File: src/rtl/frame_feeder.sv
// frame_feeder: queues sample triples and presents each one to the filter core
// for a fixed head_flag window followed by a mandatory gap.
module frame_feeder #(
  parameter int WIDTH       = 14,
  parameter int DEPTH       = 16,
  parameter int HOLD_CYCLES = 32,
  parameter int GAP_CYCLES  = 2
) (
  input  logic                     clk,
  input  logic                     rst,
  input  logic                     in_valid,
  output logic                     in_ready,
  input  logic [WIDTH-1:0]         in_ch2,
  input  logic [WIDTH-1:0]         in_ch3,
  input  logic [WIDTH-1:0]         in_ref,
  output logic [WIDTH-1:0]         buffer_2,
  output logic [WIDTH-1:0]         buffer_3,
  output logic [WIDTH-1:0]         reff,
  output logic                     head_flag,
  output logic [$clog2(DEPTH):0]   fifo_level,
  output logic                     overflow
);
  localparam int AW = $clog2(DEPTH);
  localparam int CW = $clog2((HOLD_CYCLES > GAP_CYCLES ? HOLD_CYCLES : GAP_CYCLES) + 1);
  typedef enum logic [1:0] {IDLE, HOLD, GAP} state_t;
  state_t             state_q, state_d;
  logic [CW-1:0]      cnt_q, cnt_d;
  logic [AW-1:0]      wr_q, rd_q;
  logic [AW:0]        lvl_q, lvl_d;
  logic [3*WIDTH-1:0] mem [DEPTH];
  logic [3*WIDTH-1:0] buf_q, buf_d;
  logic               head_q, head_d, ovf_q, push, pop, last;
  assign in_ready   = !rst && lvl_q != (AW+1)'(DEPTH);
  assign push       = in_valid && in_ready;
  assign pop        = state_q == IDLE && lvl_q != '0;
  assign lvl_d      = lvl_q + (AW+1)'(push) - (AW+1)'(pop);
  assign last       = cnt_q == (state_q == HOLD ? CW'(HOLD_CYCLES - 1) : CW'(GAP_CYCLES - 1));
  assign {buffer_2, buffer_3, reff} = buf_q;
  assign head_flag  = head_q;
  assign fifo_level = lvl_q;
  assign overflow   = ovf_q;
  always_ff @(posedge clk or posedge rst) begin
    if (rst) begin
      state_q <= IDLE;
      cnt_q   <= '0;
      wr_q    <= '0;
      rd_q    <= '0;
      lvl_q   <= '0;
      buf_q   <= '0;
      head_q  <= 1'b0;
      ovf_q   <= 1'b0;
    end else begin
      state_q <= state_d;
      cnt_q   <= cnt_d;
      wr_q    <= wr_q + AW'(push);
      rd_q    <= rd_q + AW'(pop);
      lvl_q   <= lvl_d;
      buf_q   <= buf_d;
      head_q  <= head_d;
      ovf_q   <= ovf_q || (in_valid && !in_ready);
    end
  end
  // storage carries no reset; emptiness is tracked by the pointers and level
  always_ff @(posedge clk) begin
    if (push) mem[wr_q] <= {in_ch2, in_ch3, in_ref};
  end
  always_comb begin
    state_d = state_q;
    if (state_q == IDLE && pop) state_d = HOLD;
    else if (state_q == HOLD && last) state_d = GAP;
    else if (state_q == GAP && last) state_d = IDLE;
  end
  always_comb begin
    cnt_d  = (state_q == IDLE || last) ? '0 : cnt_q + CW'(1);
    head_d = state_d == HOLD;
    buf_d  = pop ? mem[rd_q] : buf_q;
  end
endmodule

File: config.mk
export PLATFORM = sky130hd
export DESIGN_NAME = frame_feeder
export DESIGN_NICKNAME = d
export VERILOG_FILES = /design/src/rtl/frame_feeder.sv
export SDC_FILE = /design/constraint.sdc
export NUM_CORES = 1
export LEC_CHECK = 0
export CAP_MARGIN = 20
export CORE_ASPECT_RATIO = 0.9
export CORE_MARGIN = 8
export CORE_UTILIZATION = 35
export DETAILED_ROUTE_END_ITERATION = 7
export PLACE_DENSITY_LB_ADDON = 0.05
export SLEW_MARGIN = 30
export SYNTH_ARGS = -nofsm -noshare
export SYNTH_HDL_FRONTEND = slang
export SYNTH_SLANG_ARGS = --single-unit
export TNS_END_PERCENT = 30
File: constraint.sdc
create_clock -name clk -period 5.7 [get_ports clk]
set_clock_uncertainty 0.15 [all_clocks]
set_input_delay 0.57 -clock clk [delete_from_list [all_inputs] [get_ports clk]]
set_output_delay 0.57 -clock clk [all_outputs]
set_load 0.01 [all_outputs]
Word level (Yosys, flattened, before mapping):

Memory sizes are Yosys's and may differ from the RTL's. A register that Yosys moved wholly into a read port is not among the register bits.
Index checks and enable logic that the tools add are counted.

* bits in registers: 23
* RAM bits: 672
* bits of input ports: 45
* output and inout port bits: 50
* word-level logic and storage cells: 38
* memories kept: 1

* add/subtract/negate cells: 5
* equal/unequal tests: 5
* multiplexer cells: 7
* reduce and logical (&&, ||, !) cells: 13

Memories
* mem: depth 16, width 42, rd ports 1, clocked after Yosys merged registers in 1, wr ports 1, RTL line 30 `logic [3*WIDTH-1:0] mem [DEPTH];`

Operators with widths (count)
* 4-bit by 1-bit adder with 4-bit output: 2
* 1-bit logical AND: 7
* 6-bit by 1-bit adder with 6-bit output, second input constant: 1
* 6-bit by 5-bit == test with 1-bit output: 1
* 2-bit two-way mux: 3
* 6-bit two-way mux: 1
* 5-bit by 1-bit adder with 5-bit output: 1
* 5-bit two-way mux: 1
* 5-bit != test, second input constant: 1
* 5-bit nonzero test: 1
* 5-bit by 1-bit subtractor with 5-bit output: 1
* 2-bit by 1-bit == test with 1-bit output, second input constant: 2
* 2-bit == test, second input constant: 1
* 1-bit logical NOT: 2
* 2-bit logical NOT: 1
* 1-bit logical OR: 2
* 1-bit two-way mux: 2

Depth between registers and ports, before layout:

Gate-level depths: netlist (run 1).

* word-level depth: 8
* depth in mapped cells: 15
* mapped depth without buffers: 13

Least setup slack after synthesis (run 1):

Ideal clock, no wire load.

* path kind: reg2reg
* from: register lvl_q[2], in the netlist fifo_level[2]
* to: memory mem[0][0] in the netlist's numbering, enable pin
* library setup time: 0.493 ns
* data arrival time: 4.453 ns
* data required time: 5.057 ns
* path slack: 0.604 ns
* stages on the path, launching flop included: 7
* buffers on the path: 0
* clock period less this slack: 5.096 ns
* cell sequence: dfrtp_1 > inv_1 > ha_1 > nor4bb_1 > nor3b_2 > or3b_1 > nor3_1

* word-level cells in the longest chain between the ends: 5

Ends and longest elaborated chain
* from (decl): RTL line 29 `logic [AW:0] lvl_q, lvl_d;`
* from (signal assigned): RTL line 57 `lvl_q <= lvl_d;`
* 5-bit != test: RTL line 33 `assign in_ready = !rst && lvl_q != (AW+1)'(DEPTH);`
* 1-bit logical AND: RTL line 33
* 1-bit logical AND: RTL line 34 `assign push = in_valid && in_ready;`
* 1-bit two-way mux: RTL line 65 `if (push) mem[wr_q] <= {in_ch2, in_ch3, in_ref};`
* 1-bit two-way mux (not written as such): RTL line 65
* to (decl): RTL line 30

No other way between the ends.

Worst setup path after layout (run 1):

* from: register lvl_q[2], in the netlist fifo_level[2]
* to: memory mem[8][12] in the netlist's numbering, enable pin

The elaborated chain is that of the path after synthesis.

==> run summary, run 1 <==
run status - complete, no violations
site row count - 98
RSZ-0062 raised after global routing - no
post-route ant nets - 0
Top delay family on crit path - simple AND/OR/NAND/NOR gates
Wirelength per Cell - 27.2 µm
Slew headroom - 0.340
Via density - 5.16
first drt pass iteration count - 5
Fin Setup TNS - 0 ns
Worst R2R Path Depth - 7
IO buf count - 94
layout cells sized above 1 - 0.238
Synth Register Bits - 737
Yosys warning total - 0
setup repair bufs after CTS - 0
clock root buffer - clkbuf_16
H-tree depth - 3
vias in the first global route - 13900
first-pass GRT wire length - 101 mm
peak fanout along the critical path - 27
Bufs on Longest Clock Path - 3
DP Area - 30400 µm²
Hold Fails Final Rpt - 0
Detailed Route Iter0 Violations - 1043
syn avg cell area - 21.6 µm²
CTS tree - yes
Mapped Nets - 1350
Die Area - 89200 µm²
EDFF count, synth - 672
WS Path Type - register to register
vias post-DR - 13200
critical-path cell list - inv_1, ha_1, nor4bb_1, nor3b_2, or3b_1, nor2_4, buf_4
f_max - 271 MHz
Lkg Pwr - 10.5 nW
max cap viols - 0
critical path arrival - 3.79 ns
DRC Markers - 0
nets - 1492
Pwr Density - 469 nW/µm²
Reg power frac - 0.441
largest stage delay on the critical path - 0.62 ns
Setup violations, final - 0
largest net degree at the start of global routing - 88
total CTS buffers - 80
total grt overflow - 0
placed insts - 2405
WP depth - 7
Tcrit/Tclk final - 0.648
I/O pins - 95
gr usage total - 0.155
clock-pin transition on the worst setup and hold timing paths - 0.06 ns
TritonCTS Sinks - 737
post-route cell area - 33000 µm²
most frequent cells in the layout - edfxtp_1 (672), mux4_2 (138), clkdlybuf4s50_1 (94)
# hold bufs at CTS - 0
post-DP HPWL - 40.5 mm
Seq/Total Area, Yosys - 0.780
crit end category - register
PostCTS Resize Cnt - 0
Hold/Removal Path Class - input port to asynchronous set/reset pin
share of the synthesized area in the top cell type - 0.721
Logic pwr share - 0.222
Synth Instances - 1295
Placer Congestion - 0.712
Clk Latency, worst-skew pair - 0.61 ns
max-slew violations - 0
share of power burned in the clock network - 0.336
initial antenna violation count - 4
final core utilization - 0.416
die width - 314 µm
CP max stage cell - nor3b_2
non-filler cells, final - 2555
fin crit period - 3.70 ns
Synth-to-Final Area Change - 18.1%
drt total wl - 69.5 mm
Worst setup SP type - register
Post-synth ARST share - 0.0882
most common cell after layout, fill and taps aside - edfxtp_1
Worst EP required - 5.79 ns
Unique masters post-synth - 48
ys flop type - edfxtp_1
switching power total - 4.33 mW
Worst-Margin Slew - 0.988 ns
Starting Density - 0.353
dominant cells by area after synthesis - edfxtp_1 (72%), mux4_2 (11%), dfrtp_1 (5.8%), mux2i_1 (2.2%), o22ai_1 (1.2%)
Synth area leader - edfxtp_1
hold_ws - 0.253 ns
Sw Share - 0.279
Int Pwr - 11.2 mW
CP bufs+invs - 2
synthesized area - 28000 µm²
Core ar. - 79300 µm²
largest vdd supply drop - 0.000235 V
DIE HEIGHT - 284 µm
state kept, by name, indices dropped and copies added (netlist names):
signal and count:
state_q 2, overflow 1, head_flag 1, rd_q 4
buf_q 42, fifo_level 5, cnt_q 6, wr_q 4
mem 672
synthesized netlist by cell type (9+ instances only):
cell and n:
edfxtp_1 672, mux4_2 138, dfrtp_1 65, mux2i_1 62, o22ai_1 52, nor2_1 49
a22oi_1 35, buf_2 30, mux2_2 27, nand2_1 22, clkbuf_1 17, a32oi_1 15
a22oi_2 10, ha_1 9, inv_1 9
power by group through the flow:
stage	Clock, mW	Combinational, mW	Sequential, mW
global route	5.54	3.71	6.91
CTS	5.36	3.53	6.86
global placement	0	3.51	6.97
floorplan	0	2.32	6.74
detailed placement	0	3.52	6.97
finish	5.21	3.44	6.84
area by class of cell:
cell class	instances	area, µm²
antenna	1	2.50
clock buffer	105	2170
clock inverter	44	484
fill	6914	46300
inverter	9	35.0
multi-input combinational	481	5870
sequential	737	21800
tap	1050	1310
timing repair buffer	128	1350
metrics by stage:
| step | worst slack, ns | total power, mW |
|---|---|---|
| after floorplan | 0.604 | 9.06 |
| after global placement | 1.72 | 10.5 |
| after detailed placement | 1.72 | 10.5 |
| after CTS | 1.96 | 15.7 |
| after global routing | 1.84 | 16.2 |
| final | 2.00 | 15.5 |
kinds of logic (layout without fill, tap and decap cells):
logic type / count (synthesis) / after routing / synth area share
xor+xnor: 13 / 13 / 0.00407
other cells: 0 / 1 / 0
compound gates: 121 / 121 / 0.0324
flops: 737 / 737 / 0.780
buf+inv: 77 / 286 / 0.0149
fa+ha+maj: 10 / 10 / 0.00474
mux: 228 / 228 / 0.145
simple gates: 109 / 109 / 0.0198
metal layers:
layer / vias up / track usage / routed length (µm)
li1: 5705 / - / -
met1: 7118 / 0.233 / 33700
met2: 280 / 0.231 / 31500
met3: 76 / 0.0306 / 2990
met4: 0 / 0.0332 / 1220
met5: - / 0 / 0
path summary, 6_finish.rpt:
kind                               startpoint          to  slack (ns)
worst min-delay path                      rst    overflow        0.25
worst max-delay path            fifo_level[2]  mem[8][12]        2.00
worst min register to register       overflow    overflow        0.32
min in group clk                     overflow    overflow        0.32
max in group asynchronous                 rst     rd_q[0]        3.90
worst max register to register  fifo_level[2]  mem[8][12]        2.00
No activity file was read; power rests on OpenSTA's default activity.
==> inputs of run 2 (changes only) <==
==> constraint.sdc (replaced) <==
create_clock -name clk -period 3.05 [get_ports clk]
set_clock_uncertainty 0.15 [all_clocks]
set_input_delay 0.305 -clock clk [delete_from_list [all_inputs] [get_ports clk]]
set_output_delay 0.305 -clock clk [all_outputs]
set_load 0.01 [all_outputs]
==> run 2 against run 1 <==
Largest power group unchanged. Non-clock buffer count rose by 39. Cell count increased by 1.6%. Power increased by 85%. Highest routed layer unchanged.
==> run summary, run 2 (synthesis results as in run 1) <==
vias in the first global route - 14400
total grt overflow - 0
Int Pwr - 20.8 mW
Hold Path Depth - 3
f_max - 359 MHz
WS Path Type - register to register
TritonCTS Sinks - 737
Sw Share - 0.276
max cap viols - 0
Tcrit/Tclk final - 0.912
Die Area - 89200 µm²
H-tree depth - 3
most frequent cells in the layout - edfxtp_1 (672), mux4_2 (138), clkdlybuf4s50_1 (94)
largest net degree at the start of global routing - 43
Hold/Removal Path Class - input port to register
Worst R2R Path Depth - 8
nets - 1531
die width - 314 µm
I/O pins - 95
Lkg Pwr - 10.7 nW
crit end category - register
Detailed Route Iter0 Violations - 960
Reg power frac - 0.442
biggest registers after layout - mem x672, buf_q x42, cnt_q x6
end of the worst hold path - overflow
largest vdd supply drop - 0.000396 V
DRC Markers - 0
site row count - 98
Logic pwr share - 0.233
Hold Crit Start - in_valid
Synth-to-Final Area Change - 19.6%
first-pass GRT wire length - 102 mm
Slew headroom - 0.529
DIE HEIGHT - 284 µm
Hold Fails Final Rpt - 0
share of power burned in the clock network - 0.325
Bufs on Longest Clock Path - 3
total CTS buffers - 80
Worst-Margin Slew - 0.705 ns
vias post-DR - 13300
Fin Setup TNS - 0 ns
reg2reg setup slack - 0.27 ns
clock-pin transition on the worst setup and hold timing paths - 0.06 ns
FF-to-FF End - mem[6][18]
critical path arrival - 2.94 ns
drt total wl - 68.8 mm
Top reg by flops - mem
most common cell after layout, fill and taps aside - edfxtp_1
PostCTS Resize Cnt - 0
Worst setup SP type - register
post-DP HPWL - 38.4 mm
post-route ant nets - 0
Via density - 5.14
max-slew violations - 0
RSZ-0062 raised after global routing - no
fin crit period - 2.78 ns
Power, Total - 28.7 mW
peak fanout along the critical path - 7
final core utilization - 0.422
Pwr Density - 857 nW/µm²
Core ar. - 79300 µm²
Clk Latency, worst-skew pair - 0.61 ns
Wirelength per Cell - 26.5 µm
layout cells sized above 1 - 0.253
Setup violations, final - 0
IO buf count - 94
switching power total - 7.92 mW
number of flip-flops in the largest register - 672
Starting Density - 0.353
first drt pass iteration count - 5
clock root buffer - clkbuf_16
Placer Congestion - 0.696
RR Startpoint - fifo_level[2]
gr usage total - 0.154
run status - complete, no violations
initial antenna violation count - 2
CTS tree - yes
Worst EP required - 3.21 ns
run 2: cell count changes in the layout (fill, tap and decap cells not counted), moves of 4 or more:
cell and change:
nor3_2 -4, bufinv_16 -5, buf_12 +17, buf_4 +21
clkbuf_1 +11, nor3_4 +4, clkinv_1 -4
run 2: power groups by stage:
stage	clock network (mW)	registers, mW	logic, mW
floorplan	0	12.6	4.37
global placement	0	12.9	6.84
detailed placement	0	12.9	6.85
CTS	9.61	12.7	6.87
global route	10.0	12.8	7.24
finish	9.32	12.7	6.68
run 2: routing by layer:
metal  track usage  routed length [µm]  part of all wire  up-vias
met3        0.0274                2610             0.038       89
met1         0.219               32300              0.47     7211
met5             0                   0                 0        -
met2         0.248               32700              0.47      248
li1              -                   -                 -     5784
met4        0.0357                1260             0.018        0
run 2: repair_timing:
action / CTS / global route
buffers inserted: 0 / 0
endpoints found under the hold margin: 3 / 0
hold buffers: 1 / 0
run 2: worst max-delay path by stage:
| stage | from | end | slack, ns | cells after the start |
|---|---|---|---|---|
| after floorplan | fifo_level[2] | mem[6][0] | -0.67 | 6 |
| after global placement | rst | mem[6][27] | 0.20 | 6 |
| after detailed placement | rst | mem[6][11] | 0.20 | 6 |
| after CTS | fifo_level[2] | mem[6][41] | 0.20 | 8 |
| after global routing | fifo_level[2] | mem[6][41] | 0.09 | 8 |
| final | fifo_level[2] | mem[6][18] | 0.27 | 8 |
run 2: layout make-up:
type	count	area (µm²)
Inverter	9	35.0
Multi-Input combinational cell	481	5910
Tap cell	1050	1310
Antenna cell	2	5.00
Clock buffer	116	2240
Fill cell	6863	45900
Clock inverter	33	279
Timing Repair Buffer	167	1850
Sequential cell	737	21800
run 2: metrics by stage:
| step | instances | hold slack, ns | area, µm² | worst slack, ns |
|---|---|---|---|---|
| after floorplan | 1295 | 0.254 | 28000 | -0.673 |
| after global placement | 2443 | 0.306 | 30900 | 0.205 |
| after detailed placement | 2443 | 0.302 | 30900 | 0.202 |
| after CTS | 2593 | 0.0926 | 33500 | 0.197 |
| after global routing | 2593 | 0.187 | 33500 | 0.0863 |
| final | 2595 | 0.143 | 33500 | 0.268 |
run 2: critical path, cell delays in order, from the launching register on:
cell      delay (ns)
dfrtp_1         0.38
inv_1           0.07
ha_2            0.19
nor4bb_4        0.17
nor3b_2         0.27
buf_4           0.20
nand3b_1        0.32
nor2_4          0.47
buf_4           0.25
==> inputs of run 3 (changes only) <==
--- a/config.mk
+++ b/config.mk
@@ -5,10 +5,10 @@
 export SDC_FILE = /design/constraint.sdc
 export NUM_CORES = 1
 export LEC_CHECK = 0
-export CAP_MARGIN = 20
 export CORE_ASPECT_RATIO = 0.9
 export CORE_MARGIN = 8
 export CORE_UTILIZATION = 35
+export CTS_CLUSTER_DIAMETER = 120
 export DETAILED_ROUTE_END_ITERATION = 7
 export PLACE_DENSITY_LB_ADDON = 0.05
 export SLEW_MARGIN = 30
==> results of run 3 <==
Same layout as run 2: the final DEF is identical, and so are final timing and power.
